[src/rtl/mux_sel_arb_pkg.sv]
// rtl/mux_sel_arb_pkg.sv - shared mode constants and width helper for mux_sel_arb
package mux_sel_arb_pkg;

   localparam int MUX_MODE_SEL = 0;
   localparam int MUX_MODE_PRI = 1;
   localparam int MUX_MODE_RR  = 2;

   // Index width for n channels, never below one bit.
   function automatic int mux_clog2(input int n);
      int w;
      w = 1;
      while ((1 << w) < n) w = w + 1;
      return w;
   endfunction

endpackage

[src/rtl/mux_sel_arb_rr_arbiter.sv]
// rtl/mux_sel_arb_rr_arbiter.sv - rotating-priority arbiter; ROTATE=0 gives fixed priority
module rr_arbiter
   import mux_sel_arb_pkg::*;
#(
   parameter  int N      = 4,
   parameter  bit ROTATE = 1'b1,
   localparam int SELW   = mux_clog2(N)
) (
   input  logic            clk,
   input  logic            rst,
   input  logic [N-1:0]    req,
   input  logic            adv,
   output logic [N-1:0]    gnt,
   output logic [SELW-1:0] gnt_idx
);

   logic [SELW-1:0] ptr_q;
   logic [SELW-1:0] ptr_d;
   logic            found;
   int              j;

   // Search starts at the pointer and wraps so every requester is reached.
   always_comb begin
      gnt     = '0;
      gnt_idx = '0;
      found   = 1'b0;
      j       = 0;
      for (int k = 0; k < N; k++) begin
         j = int'(ptr_q) + k;
         if (j >= N) j = j - N;
         if (!found && req[j]) begin
            found   = 1'b1;
            gnt[j]  = 1'b1;
            gnt_idx = SELW'(j);
         end
      end
   end

   always_comb begin
      ptr_d = ptr_q;
      if (ROTATE && adv) begin
         ptr_d = (int'(gnt_idx) == N - 1) ? '0 : gnt_idx + 1'b1;
      end
   end

   always_ff @(posedge clk or posedge rst) begin
      if (rst) ptr_q <= '0;
      else     ptr_q <= ptr_d;
   end

endmodule

[src/rtl/mux_sel_arb.sv]
// rtl/mux_sel_arb.sv - N-input registered selector with valid/ready on every channel
module mux_sel_arb
   import mux_sel_arb_pkg::*;
#(
   parameter  int WIDTH = 16,
   parameter  int N     = 4,
   parameter  int MODE  = 0,
   localparam int SELW  = mux_clog2(N)
) (
   input  logic               clk,
   input  logic               rst,
   input  logic [N*WIDTH-1:0] in_data,
   input  logic [N-1:0]       in_valid,
   output logic [N-1:0]       in_ready,
   input  logic [SELW-1:0]    sel,
   output logic [WIDTH-1:0]   out_data,
   output logic               out_valid,
   input  logic               out_ready,
   output logic [SELW-1:0]    out_src
);

   generate
      if (N < 2 || N > 16 || MODE < 0 || MODE > 2) begin : g_bad_param
         $error("mux_sel_arb: illegal N or MODE");
      end
   endgenerate

   logic [WIDTH-1:0] out_data_q, out_data_d;
   logic             out_valid_q, out_valid_d;
   logic [SELW-1:0]  out_src_q, out_src_d;
   logic [N-1:0]     g, arb_gnt;
   logic [SELW-1:0]  arb_idx, g_idx;
   logic [WIDTH-1:0] mux_word;
   logic             load, xfer;

   rr_arbiter #(
      .N      (N),
      .ROTATE (MODE == MUX_MODE_RR)
   ) u_arb (
      .clk     (clk),
      .rst     (rst),
      .req     (in_valid),
      .adv     (xfer),
      .gnt     (arb_gnt),
      .gnt_idx (arb_idx)
   );

   // An out-of-range sel must never grant, so it is range-checked before indexing.
   always_comb begin
      g     = '0;
      g_idx = arb_idx;
      if (MODE == MUX_MODE_SEL) begin
         g_idx = sel;
         if (int'(sel) < N) g[sel] = in_valid[sel];
      end else begin
         g = arb_gnt;
      end
   end

   assign load     = !out_valid_q || out_ready;
   assign in_ready = (load && !rst) ? g : '0;
   assign xfer     = |(in_valid & in_ready);

   always_comb begin
      mux_word = '0;
      for (int i = 0; i < N; i++) begin
         if (g[i]) mux_word = in_data[i*WIDTH +: WIDTH];
      end
   end

   always_comb begin
      out_valid_d = load ? xfer : out_valid_q;
      out_data_d  = xfer ? mux_word : out_data_q;
      out_src_d   = xfer ? g_idx : out_src_q;
   end

   always_ff @(posedge clk or posedge rst) begin
      if (rst) begin
         out_valid_q <= 1'b0;
         out_data_q  <= '0;
         out_src_q   <= '0;
      end else begin
         out_valid_q <= out_valid_d;
         out_data_q  <= out_data_d;
         out_src_q   <= out_src_d;
      end
   end

   assign out_valid = out_valid_q;
   assign out_data  = out_data_q;
   assign out_src   = out_src_q;

endmodule
[config.mk]
export PLATFORM = sky130hd
export DESIGN_NAME = mux_sel_arb
export DESIGN_NICKNAME = d
export VERILOG_FILES = /design/src/rtl/mux_sel_arb_pkg.sv /design/src/rtl/mux_sel_arb_rr_arbiter.sv /design/src/rtl/mux_sel_arb.sv
export SDC_FILE = /design/constraint.sdc
export NUM_CORES = 1
export LEC_CHECK = 0
export BUFFER_PORTS_ARGS = -buffer_cell sky130_fd_sc_hd__buf_2
export CAP_MARGIN = 5
export CORE_MARGIN = 8
export CORE_UTILIZATION = 23
export CTS_CLUSTER_DIAMETER = 200
export DETAILED_ROUTE_END_ITERATION = 7
export PLACE_DENSITY_LB_ADDON = 0.3
export SYNTH_ARGS = -nofsm -noshare
export SYNTH_HDL_FRONTEND = slang
export SYNTH_SLANG_ARGS = --single-unit
[constraint.sdc]
create_clock -name clk -period 1.1 [get_ports clk]
set_input_delay 0.11 -clock clk [delete_from_list [all_inputs] [get_ports clk]]
set_output_delay 0.11 -clock clk [all_outputs]
set_load 0.05 [all_outputs]
==> Implementation_results.wiki <==
{| class="wikitable"
! Metric !! Value
|-
| Cell Pwr Density || 1260 nW/µm²
|-
| Number of synthesized flops with an enable pin || 0
|-
| Final max-slew violation count || 0
|-
| Top-level I/O count || 96
|-
| Growth of design area from synthesis to finish || 51.7%
|-
| Post-Route Utilization || 35.8%
|-
| Critical path cell sequence || nor2b_4 -> nor2_4 -> nor4bb_4 -> buf_6
|-
| Total count of hold-check failures in the final report || 0
|-
| Total of warnings raised by yosys || 0
|-
| Most frequent standard cell in the layout excluding fill and tap cells || sky130_fd_sc_hd__buf_2
|-
| Peak VDD IR || 0.557 mV
|-
| Residual DRC || 0
|-
| Maximum number of pins on one net before global-route repair || 21
|-
| Sequential cell area || 477 µm²
|-
| Synthesized flop and latch total || 19
|-
| H-tree depth || 1
|-
| Post-DR vias/cell || 4.58
|-
| Final setup viols || 21
|-
| Post-Route Skew || 0.00357 ns
|-
| Post-DP Area || 2230 µm²
|-
| Unrepaired setup endpoints after global routing || true
|-
| GRT overflow || 0
|-
| Seq/Total Area, Yosys || 30.0%
|-
| Post-synth cell types || 30
|-
| Hold WC Path Type || primary input to async pin
|-
| Number of buffers created by CTS || 3
|-
| Worst path required time || 0.99 ns
|-
| Area of the multi-input gates || 987 µm²
|-
| Buffers added on ports || 95
|-
| Proportion of layout cells with a drive suffix above 1 || 52.0%
|-
| Post-route ant nets || 0
|-
| Delay of the slowest cell on the worst path || 0.40 ns
|-
| Gate count after technology mapping || 171
|-
| Leading register cell type out of synthesis || sky130_fd_sc_hd__dfrtp_1
|-
| Startpoint types || flip-flop
|-
| Die H || 99.1 µm
|-
| Clock insertion delay at the later pin of the skew report || 0.25 ns
|-
| Placed Instances || 347
|-
| Number of maximum-capacitance violations || 0
|-
| Synthesized area || 1590 µm²
|-
| Effective utilization at floorplan || 23.6%
|-
| Max-slew headroom at the worst pin || 82.2%
|-
| Master of the slowest instance on the critical path || sky130_fd_sc_hd__dfrtp_2
|-
| Post-Synthesis Net Count || 244
|-
| Final cell area excluding filler cells || 2410 µm²
|-
| DRC marker count from the first detailed-route iteration || 31
|-
| Master cell of the clock root buffer || sky130_fd_sc_hd__clkbuf_8
|-
| Antenna violations before repair || 0
|-
| FFs w/ async S/R, synth || 100%
|-
| Diode insertion count for antenna repair || 0
|-
| Period utilisation layout || 129%
|-
| Number of global-route vias before repair || 1953
|-
| Most frequent cells in the layout || 90 x sky130_fd_sc_hd__buf_2, 62 x sky130_fd_sc_hd__nand2_1, 19 x sky130_fd_sc_hd__buf_4, 18 x sky130_fd_sc_hd__inv_1, 18 x sky130_fd_sc_hd__dfrtp_1
|-
| DIE WIDTH || 99.1 µm
|-
| Routed wire per std cell || 16.7 µm
|-
| Achievable frequency || 703 MHz
|-
| Static leakage power || 1.22 nW
|-
| Final Routed Wirelength || 5960 µm
|-
| Crit Path Max Fanout || 5
|-
| Nets || 351
|-
| Final critical delay including setup and external delays || 1.42 ns
|-
| Synthesized area divided by synthesized cell count || 9.28 µm²
|-
| FP Rows || 30
|-
| Type of the setup path with the least slack || flip-flop to output pin
|-
| Non-Filler Instances || 357
|-
| Total global routing track utilization || 12.3%
|-
| Clock tree from TritonCTS || yes
|-
| Violated checks || negative setup slack
|-
| Drt pass-1 iters || 4
|-
| Clock-pin slew of the registers on the worst-case setup and hold paths || 0.07 ns
|-
| Global-route wire length before repair || 9650 µm
|-
| Placer's final routability congestion estimate || 0.706
|-
| Clock sink total || 19
|-
| CP arrival || 1.31 ns
|-
| Element type at the critical path end || output pin
|-
| Result of the run || finished, violations left
|-
| Via Count || 1635
|-
| DP Wirelength || 4710 µm
|-
| Pin slew with the least headroom to its limit || 0.269 ns
|-
| Placeable core area || 6720 µm²
|-
| Fill cell count || 737
|-
| Floorplan die area || 9810 µm²
|-
| Post-layout worst setup margin || -0.322 ns
|-
| Max Buffers Root-to-Sink || 2
|}
==> path summary, 6_finish.rpt <==
check                           slack [ns]  cells after the start                  endpoint                    from
min in group clk                      0.17                      3    out_src[0]$_DFFE_PP0P_                     rst
worst min-delay path                  0.12                      4     out_valid$_DFFE_PP0N_                     rst
worst min register to register        0.49                      1    out_src[1]$_DFFE_PP0P_  out_src[1]$_DFFE_PP0P_
worst max-delay path                 -0.32                      4               in_ready[0]   out_valid$_DFFE_PP0N_
worst max register to register       -0.17                      5   out_data[5]$_DFFE_PP0P_   out_valid$_DFFE_PP0N_
max in group asynchronous             0.68                      5  out_data[11]$_DFFE_PP0P_                     rst
==> registers in the layout, summed over array words and instances, names as in the netlist <==
register,count
out_src,2
out_data,16
out_valid,1
==> through the flow <==
| step | total power [W] | setup WS [ns] | TNS [ns] | hold WS (ns) |
|---|---|---|---|---|
| floorplan | 0.00204 | -0.410 | -5.33 | 0.0947 |
| global placement | 0.00249 | -0.240 | -3.93 | 0.189 |
| detailed placement | 0.00250 | -0.248 | -4.15 | 0.176 |
| CTS | 0.00308 | -0.322 | -3.67 | 0.168 |
| global route | 0.00324 | -0.409 | -4.76 | 0.121 |
| finish | 0.00304 | -0.322 | -3.40 | 0.115 |
==> critical path: cells and delay by family, from the launching register on <==
kind / cells / cell delay [ns]
buffers and inverters: 1 / 0.19
flip-flops: 1 / 0.40
AND/OR/NAND/NOR: 3 / 0.46
==> routing by layer <==
metal	GRT usage (%)	vias up	wire length [µm]
met2	21.6	81	2800
li1	-	793	-
met1	13.4	759	2510
met3	4.58	2	607
met4	3.84	0	47
met5	0	-	0
==> cell families after synthesis <==
family                 after synthesis  share of synthesized area, %
AND/OR/NAND/NOR                     75                          21.1
flip-flops                          19                          30.0
buffers and inverters               34                          10.3
multiplexers                        34                          34.7
AO/OA/AOI/OAI                        9                          3.94
==> synthesized netlist by cell type, types with 2 or more instances <==
cell type	count	area, µm²
sky130_fd_sc_hd__dfrtp_1	19	475
sky130_fd_sc_hd__a31oi_1	2	12.5
sky130_fd_sc_hd__nand3b_1	2	15.0
sky130_fd_sc_hd__buf_2	4	20.0
sky130_fd_sc_hd__buf_6	2	22.5
sky130_fd_sc_hd__mux4_2	14	315
sky130_fd_sc_hd__mux2_2	2	22.5
sky130_fd_sc_hd__and4_1	2	17.5
sky130_fd_sc_hd__clkbuf_1	6	22.5
sky130_fd_sc_hd__nand2_1	62	233
sky130_fd_sc_hd__inv_1	18	67.6
sky130_fd_sc_hd__mux2i_1	16	160
sky130_fd_sc_hd__o21ai_0	2	10.0
sky130_fd_sc_hd__buf_1	3	11.3
sky130_fd_sc_hd__mux4_1	2	52.6
==> cell type report <==
type	instances	share of cell area [%]
well taps	80	4.16
inverters	18	2.81
repair buffers	118	30.3
multi-input cells	118	41.0
clock buffers	4	1.87
flip-flops and latches	19	19.8
==> power breakdown <==
group / total, W / leakage [nW] / internal (W) / switching, W
Sequential: 0.000953 / 0.238 / 0.000864 / 0.0000890
Combinational: 0.00160 / 0.962 / 0.000558 / 0.00104
Clock: 0.000490 / 0.0228 / 0.000257 / 0.000232
==> repair_timing <==
action | CTS | global route
gates resized for setup | 10 | 4
pin swaps | 3 | 1
gates cloned | 1 | 0
endpoints found under the setup margin | 20 | 23
hold endpoints to repair | 10 | 0
hold buffers | 1 | 0
buffers inserted | 4 | 0
No activity file was read; power rests on OpenSTA's default activity.
